`src/rtl/arc4_pkg.sv`:
```
// arc4_pkg: shared types for the ARC4 PRGA datapath
package arc4_pkg;
  localparam int SBOX_N = 256;
  typedef logic [$clog2(SBOX_N)-1:0] byte_t;
  typedef enum logic [3:0] {
    PS_IDLE, PS_INC_I, PS_WAIT_SI, PS_LATCH_SI, PS_ADDR_SJ,
    PS_WAIT_SJ, PS_SW1, PS_SW2, PS_PAD, PS_OUT
  } prga_state_t;
  typedef enum logic [2:0] {
    PH_IDLE, PH_RD_LEN, PH_WR_LEN, PH_RUN, PH_DONE
  } phase_t;
endpackage

```
`src/rtl/prga_swap_core.sv`:
```
// prga_swap_core: RC4 i/j update and S-box swap sequencer, one keystream byte per go request
//  clr_i      zero i and j for a new job
//  go_i/pad_i start a byte next cycle; pad_i selects a full byte (PAD/OUT) vs swap-only drop byte
//  s_*        S RAM port (read data valid the cycle after the address)
//  pad_o      PAD cycle of a full byte (caller presents the ciphertext address)
//  ks_vld_o   OUT cycle, ks_o carries the keystream byte
//  last_o     final cycle of the current byte; go_i here chains the next byte without a gap
module prga_swap_core
  import arc4_pkg::*;
(
  input  logic  clk,
  input  logic  rst_n,
  input  logic  clr_i,
  input  logic  go_i,
  input  logic  pad_i,
  output byte_t s_addr_o,
  input  byte_t s_rddata_i,
  output byte_t s_wrdata_o,
  output logic  s_wren_o,
  output logic  pad_o,
  output logic  ks_vld_o,
  output byte_t ks_o,
  output logic  last_o
);
  prga_state_t state_q, state_d;
  byte_t i_q, i_d, j_q, j_d, si_q, si_d, sj_q, sj_d;
  logic pad_q, pad_d;
  assign ks_o = s_rddata_i;
  always_ff @(posedge clk or negedge rst_n)
    if (!rst_n) begin
      state_q <= PS_IDLE;
      i_q <= '0;
      j_q <= '0;
      si_q <= '0;
      sj_q <= '0;
      pad_q <= 1'b0;
    end else begin
      state_q <= state_d;
      i_q <= i_d;
      j_q <= j_d;
      si_q <= si_d;
      sj_q <= sj_d;
      pad_q <= pad_d;
    end
  // The RAM re-reads every cycle, so wait states keep the address steady until the data is used.
  always_comb begin
    state_d = state_q;
    i_d = i_q;
    j_d = j_q;
    si_d = si_q;
    sj_d = sj_q;
    pad_d = go_i ? pad_i : pad_q;
    s_addr_o = '0;
    s_wrdata_o = '0;
    s_wren_o = 1'b0;
    pad_o = 1'b0;
    ks_vld_o = 1'b0;
    last_o = 1'b0;
    case (state_q)
      PS_IDLE: state_d = go_i ? PS_INC_I : PS_IDLE;
      PS_INC_I: begin
        s_addr_o = i_q + 8'd1;
        i_d = i_q + 8'd1;
        state_d = PS_WAIT_SI;
      end
      PS_WAIT_SI: begin
        s_addr_o = i_q;
        state_d = PS_LATCH_SI;
      end
      PS_LATCH_SI: begin
        s_addr_o = i_q;
        si_d = s_rddata_i;
        j_d = j_q + s_rddata_i;
        state_d = PS_ADDR_SJ;
      end
      PS_ADDR_SJ: begin
        s_addr_o = j_q;
        state_d = PS_WAIT_SJ;
      end
      PS_WAIT_SJ: begin
        s_addr_o = j_q;
        state_d = PS_SW1;
      end
      PS_SW1: begin
        sj_d = s_rddata_i;
        s_addr_o = i_q;
        s_wrdata_o = s_rddata_i;
        s_wren_o = 1'b1;
        state_d = PS_SW2;
      end
      PS_SW2: begin
        s_addr_o = j_q;
        s_wrdata_o = si_q;
        s_wren_o = 1'b1;
        last_o = !pad_q;
        state_d = pad_q ? PS_PAD : go_i ? PS_INC_I : PS_IDLE;
      end
      PS_PAD: begin
        s_addr_o = si_q + sj_q;
        pad_o = 1'b1;
        state_d = PS_OUT;
      end
      PS_OUT: begin
        ks_vld_o = 1'b1;
        last_o = 1'b1;
        state_d = go_i ? PS_INC_I : PS_IDLE;
      end
      default: state_d = PS_IDLE;
    endcase
    if (clr_i) begin
      i_d = '0;
      j_d = '0;
    end
  end
endmodule

```
`src/rtl/prga_drop.sv`:
```
// prga_drop: RC4-dropN keystream generator that decrypts a length-prefixed ciphertext RAM into a plaintext RAM
//  en/rdy     start handshake, accepted when rdy=1; rdy low while a job runs
//  err        sticky per job: length byte exceeded 2**ADDR_W-1, message truncated
//  s_*        S RAM port (KSA-scheduled S box, mutated in place)
//  ct_*       ciphertext RAM read port, ct[0] holds the length
//  pt_*       plaintext RAM write port, pt[0] receives the raw length
module prga_drop
  import arc4_pkg::*;
#(
  parameter int ADDR_W = 8,
  parameter int DROP_N = 0
) (
  input  logic              clk,
  input  logic              rst_n,
  input  logic              en,
  output logic              rdy,
  output logic              err,
  output logic [7:0]        s_addr,
  input  logic [7:0]        s_rddata,
  output logic [7:0]        s_wrdata,
  output logic              s_wren,
  output logic [ADDR_W-1:0] ct_addr,
  input  logic [7:0]        ct_rddata,
  output logic [ADDR_W-1:0] pt_addr,
  output logic [7:0]        pt_wrdata,
  output logic              pt_wren
);
  localparam int KW = ADDR_W + 1;
  localparam logic [8:0] LMAX = 9'((1 << ADDR_W) - 1);
  localparam logic [10:0] DROP = 11'(DROP_N);
  phase_t ph_q, ph_d;
  logic [KW-1:0] k_q, k_d;
  logic [ADDR_W-1:0] leff_q, leff_d, len_now;
  logic [10:0] drop_q, drop_d;
  logic err_q, err_d, accept, len_over, more_drop, more_msg, go, pad_st, ks_vld, last;
  byte_t ks;
  prga_swap_core u_core (
    .clk        (clk),
    .rst_n      (rst_n),
    .clr_i      (accept),
    .go_i       (go),
    .pad_i      (!more_drop),
    .s_addr_o   (s_addr),
    .s_rddata_i (s_rddata),
    .s_wrdata_o (s_wrdata),
    .s_wren_o   (s_wren),
    .pad_o      (pad_st),
    .ks_vld_o   (ks_vld),
    .ks_o       (ks),
    .last_o     (last)
  );
  always_ff @(posedge clk or negedge rst_n)
    if (!rst_n) begin
      ph_q <= PH_IDLE;
      k_q <= '0;
      leff_q <= '0;
      drop_q <= '0;
      err_q <= 1'b0;
    end else begin
      ph_q <= ph_d;
      k_q <= k_d;
      leff_q <= leff_d;
      drop_q <= drop_d;
      err_q <= err_d;
    end
  // Byte scheduling: drop bytes first, then message bytes; the next byte is requested in
  // WR_LEN or in the last cycle of the current byte so bytes run back to back.
  always_comb begin
    accept = ph_q == PH_IDLE && en;
    len_over = {1'b0, ct_rddata} > LMAX;
    len_now = len_over ? LMAX[ADDR_W-1:0] : ct_rddata[ADDR_W-1:0];
    leff_d = ph_q == PH_WR_LEN ? len_now : leff_q;
    more_drop = drop_q < DROP;
    more_msg = k_q < {1'b0, leff_d};
    go = (ph_q == PH_WR_LEN || last) && (more_drop || more_msg);
    drop_d = accept ? '0 : drop_q + 11'(go && more_drop);
    k_d = accept ? '0 : k_q + KW'(go && !more_drop);
    err_d = accept ? 1'b0 : ph_q == PH_WR_LEN ? len_over : err_q;
    ph_d = ph_q;
    case (ph_q)
      PH_IDLE: ph_d = en ? PH_RD_LEN : PH_IDLE;
      PH_RD_LEN: ph_d = PH_WR_LEN;
      PH_WR_LEN: ph_d = go ? PH_RUN : PH_DONE;
      PH_RUN: ph_d = last && !go ? PH_DONE : PH_RUN;
      default: ph_d = PH_IDLE;
    endcase
  end
  assign rdy = ph_q == PH_IDLE;
  assign err = err_q;
  assign ct_addr = pad_st ? k_q[ADDR_W-1:0] : '0;
  assign pt_wren = ph_q == PH_WR_LEN || ks_vld;
  assign pt_addr = ks_vld ? k_q[ADDR_W-1:0] : '0;
  assign pt_wrdata = ph_q == PH_WR_LEN ? ct_rddata : ks_vld ? ks ^ ct_rddata : '0;
endmodule
```
`config.mk`:
```
export PLATFORM = sky130hd
export DESIGN_NAME = prga_drop
export DESIGN_NICKNAME = d
export VERILOG_FILES = /design/src/rtl/arc4_pkg.sv /design/src/rtl/prga_swap_core.sv /design/src/rtl/prga_drop.sv
export SDC_FILE = /design/constraint.sdc
export NUM_CORES = 1
export LEC_CHECK = 0
export CAP_MARGIN = 20
export CORE_MARGIN = 4
export CORE_UTILIZATION = 48
export DETAILED_ROUTE_END_ITERATION = 8
export PLACE_DENSITY = 0.8
export SYNTH_ARGS = -nofsm -noshare
export SYNTH_HDL_FRONTEND = slang
export SYNTH_SLANG_ARGS = --single-unit
```
`constraint.sdc`:
```
create_clock -name clk -period 3.64 [get_ports clk]
set_clock_uncertainty 0.1 [all_clocks]
set_input_delay 0.546 -clock clk [delete_from_list [all_inputs] [get_ports clk]]
set_output_delay 0.546 -clock clk [all_outputs]
set_load 0.05 [all_outputs]
```
==> impl_metrics.env <==
export IMPL_stdcell_count=609
export IMPL_ant_nets=0
export IMPL_ys_ff_latch=57
export IMPL_setup_viol=0
export IMPL_gp_congestion=0.9369
export IMPL_reg2reg_slack_ns=0.18
export IMPL_powerDensity_nw_per_um2=847.0
export IMPL_clkPwrFrac_pct=12.2
export IMPL_design_area_sq_um=4787
export IMPL_synth_edf_count=0
export IMPL_dpl_cell_count=592
export IMPL_layout_common_cells="nand2_1, dfrtp_1, clkdlybuf4s50_1"
export IMPL_postSynthAreaPerCell_sq_um=8.866
export IMPL_syn_inst=443
export IMPL_final_nets=547
export IMPL_start_util_pct=50.05
export IMPL_layout_drive_gt1_share_pct=12.62
export IMPL_finalCriticalPeriod_ns=3.493
export IMPL_yosys_warnings=0
export IMPL_dpl_instance_area_sq_um=4584
export IMPL_grt_max_degree=39
export IMPL_avgViaCountPerCell=5.883
export IMPL_path_clk_slew_ns=0.07
export IMPL_cts_root_buf="clkbuf_8"
export IMPL_pin_count=63
export IMPL_dieArea_sq_um=9693
export IMPL_yosys_area_top_type="dfrtp_1"
export IMPL_crit_path_cell_trace="ha_1, a21o_1, a21oi_1, o21ai_0, xnor2_1, a21o_1, clkdlybuf4s50_1"
export IMPL_syn_area_sq_um=3928
export IMPL_dr_pass1_iters=5
export IMPL_peakVddDrop_uv=245.6
export IMPL_track_usage_pct=21.86
export IMPL_hold_slack_ns=0.06338
export IMPL_dr_total_vias=3583
export IMPL_hold_viol_final=0
export IMPL_antenna_cells=0
export IMPL_setup_ws_ns=0.1473
export IMPL_rr_worst_depth=15
export IMPL_cts_tree="done"
export IMPL_crit_type="reg -> out"
export IMPL_numClockSinks=57
export IMPL_overflow=0
export IMPL_rr_startpoint="ph_q[0]$_DFF_PN0_"
export IMPL_h_tree_depth=3
export IMPL_r2r_end="k_q[8]$_DFF_PN0_"
export IMPL_critPathMaxFanout=3
export IMPL_final_seq_area_sq_um=1429
export IMPL_core_sq_um=7848
export IMPL_hold_path_class="in -> async"
export IMPL_timing_fmax_mhz=286.3
export IMPL_cts_made_buffers=9
export IMPL_area_growth_pct=21.89
export IMPL_period_share_pct=95.95
export IMPL_grt_pass1_wl_mm=17.13
export IMPL_ys_seq_area_share_pct=36.32
export IMPL_netSwitchingFraction_pct=48.63
export IMPL_slew_violations=0
export IMPL_multiInputGateArea_sq_um=2360
export IMPL_synth_top_area_share_pct=36.32
export IMPL_status="complete, no violations"
export IMPL_worstSetupStartpointType="register"
export IMPL_final_common_cell="nand2_1"
export IMPL_wl_per_cell_um=17.46
export IMPL_dpl_hpwl_mm=7.899
export IMPL_tightest_slew_ns=0.8294
export IMPL_wl_mm=10.64
export IMPL_cp_slowest_cell="clkdlybuf4s50_1"
export IMPL_seq_power_share_pct=29.2
export IMPL_synthArstFlopShare_pct=100.0
export IMPL_antenna_found_initial=0
export IMPL_power_internal_w=0.002083
export IMPL_cpMostUsedCell="a21o_1"
export IMPL_ys_flop_type="dfrtp_1"
export IMPL_num_fill_cells=675
export IMPL_grt_pass1_vias=3527
export IMPL_leakagePower_nw=2.150
export IMPL_critical_path_arrival_ns=2.85
export IMPL_end_kind="primary output"
export IMPL_die_y_um=98.46
export IMPL_tns_ns=0
export IMPL_switching_power_w=0.001972
export IMPL_row_count=32
export IMPL_io_buffers=61
export IMPL_worst_path_largest_cell_delay_ns=0.79
export IMPL_cp_data_required_time_ns=2.99
export IMPL_synth_net_count=488
export IMPL_synthDistinctLibCells=53
export IMPL_cap_violations=0
export IMPL_dp_slack_ns=0.04311
export IMPL_first_iter_violations=274
export IMPL_clk_path_buf_depth=2
export IMPL_clk_latency_ns=0.34
export IMPL_share_comb_of_total_power_pct=58.6
export IMPL_drc=0
export IMPL_slew_headroom_pct=44.71
export IMPL_fp_dieW_um=98.46
export IMPL_synthTopCellsByArea="dfrtp_1, ha_1, nand2_1, o21ai_0, nor2_1"
## worst max-delay path by stage
stage	depth (start not counted)	slack, ns	to	start
2_1_floorplan	16	0.43	k_q[6]$_DFF_PN0_	ph_q[2]$_DFF_PN0_
3_3_place_gp	14	0.18	k_q[6]$_DFF_PN0_	ct_rddata[6]
3_5_place_dp	15	0.04	k_q[8]$_DFF_PN0_	ph_q[0]$_DFF_PN0_
4_1_cts	15	0.005	k_q[8]$_DFF_PN0_	ph_q[0]$_DFF_PN0_
5_1_grt	15	-0.009	k_q[8]$_DFF_PN0_	ph_q[0]$_DFF_PN0_
6_report	7	0.15	s_addr[7]	u_core.sj_q[1]$_DFFE_PN0P_
## cell usage after synthesis, types with 11 or more instances
cell type and n:
nand2_1 58, xor2_1 13, and2_1 12, inv_1 14, ha_1 24, mux2_2 11
o21ai_0 36, a21oi_1 19, dfrtp_1 57, clkbuf_1 12, nor2_1 37
## routing by layer
layer	GRT usage, %	up-vias	wire [um]
li1	-	1680	-
met1	27.57	1756	4690
met2	36.87	127	5130
met3	4.529	20	602
met4	8.403	0	213
met5	0	-	0
## through the flow
stage / util, % / power [W]
detailed placement: 58.42 / 0.003524
finish: 61.00 / 0.004055
CTS: 60.38 / 0.004023
global placement: 58.42 / 0.003440
global route: 61.00 / 0.004329
floorplan: - / 0.002886
## power by group through the flow
stage / logic (W) / registers [W] / clock network (W)
after floorplan: 0.00184 / 0.00105 / 0
after global placement: 0.00227 / 0.00117 / 0
after detailed placement: 0.00234 / 0.00118 / 0
after CTS: 0.00235 / 0.00117 / 0.000502
after global routing: 0.00258 / 0.00122 / 0.000530
final: 0.00238 / 0.00118 / 0.000494
## sequential cells by signal (all words and copies together) (netlist names), 3 cells and up
signal and flops:
ph_q 3, k_q 9, leff_q 8, u_core.state_q 4, u_core.j_q 8, u_core.sj_q 8, u_core.si_q 8, u_core.i_q 8
## cell families (layout without fill, tap and decap cells)
| kind of cell | after synthesis | after routing | synth area share, % |
|---|---|---|---|
| AO/OA/AOI/OAI | 109 | 109 | 17.97 |
| other | 1 | 1 | 0.09548 |
| flip-flops | 57 | 57 | 36.32 |
| XOR/XNOR | 23 | 23 | 5.129 |
| AND/OR/NAND/NOR | 168 | 168 | 21.38 |
| buffers and inverters | 38 | 102 | 4.619 |
| multiplexers | 21 | 21 | 5.830 |
| adder cells (fa/ha/maj) | 26 | 26 | 8.665 |
## cell type report
| cell class | count | share of cell area (%) |
|---|---|---|
| multi-input combinational | 348 | 49.29 |
| sequential | 57 | 29.85 |
| timing repair buffer | 72 | 13.85 |
| clock buffer | 12 | 2.823 |
| tap | 102 | 2.666 |
| inverter | 14 | 1.098 |
| clock inverter | 4 | 0.4182 |
## what timing repair did
| action | in CTS | in global routing |
|---|---|---|
| setup endpoints to repair | 1 | 8 |
| pin swaps | 0 | 5 |
| endpoints found under the hold margin | 0 | 0 |
| buffers inserted | 0 | 1 |
| resized for setup | 1 | 12 |
| hold buffers | 0 | 0 |
## worst max-delay path: cells and delay by family (launching register included)
family | cells | cell delay, ns
buf+inv | 1 | 0.79
compound gates | 4 | 0.80
fa+ha+maj | 1 | 0.31
xor+xnor | 1 | 0.20
flops | 1 | 0.41
Note: power is estimated with default switching activity, not from simulation.
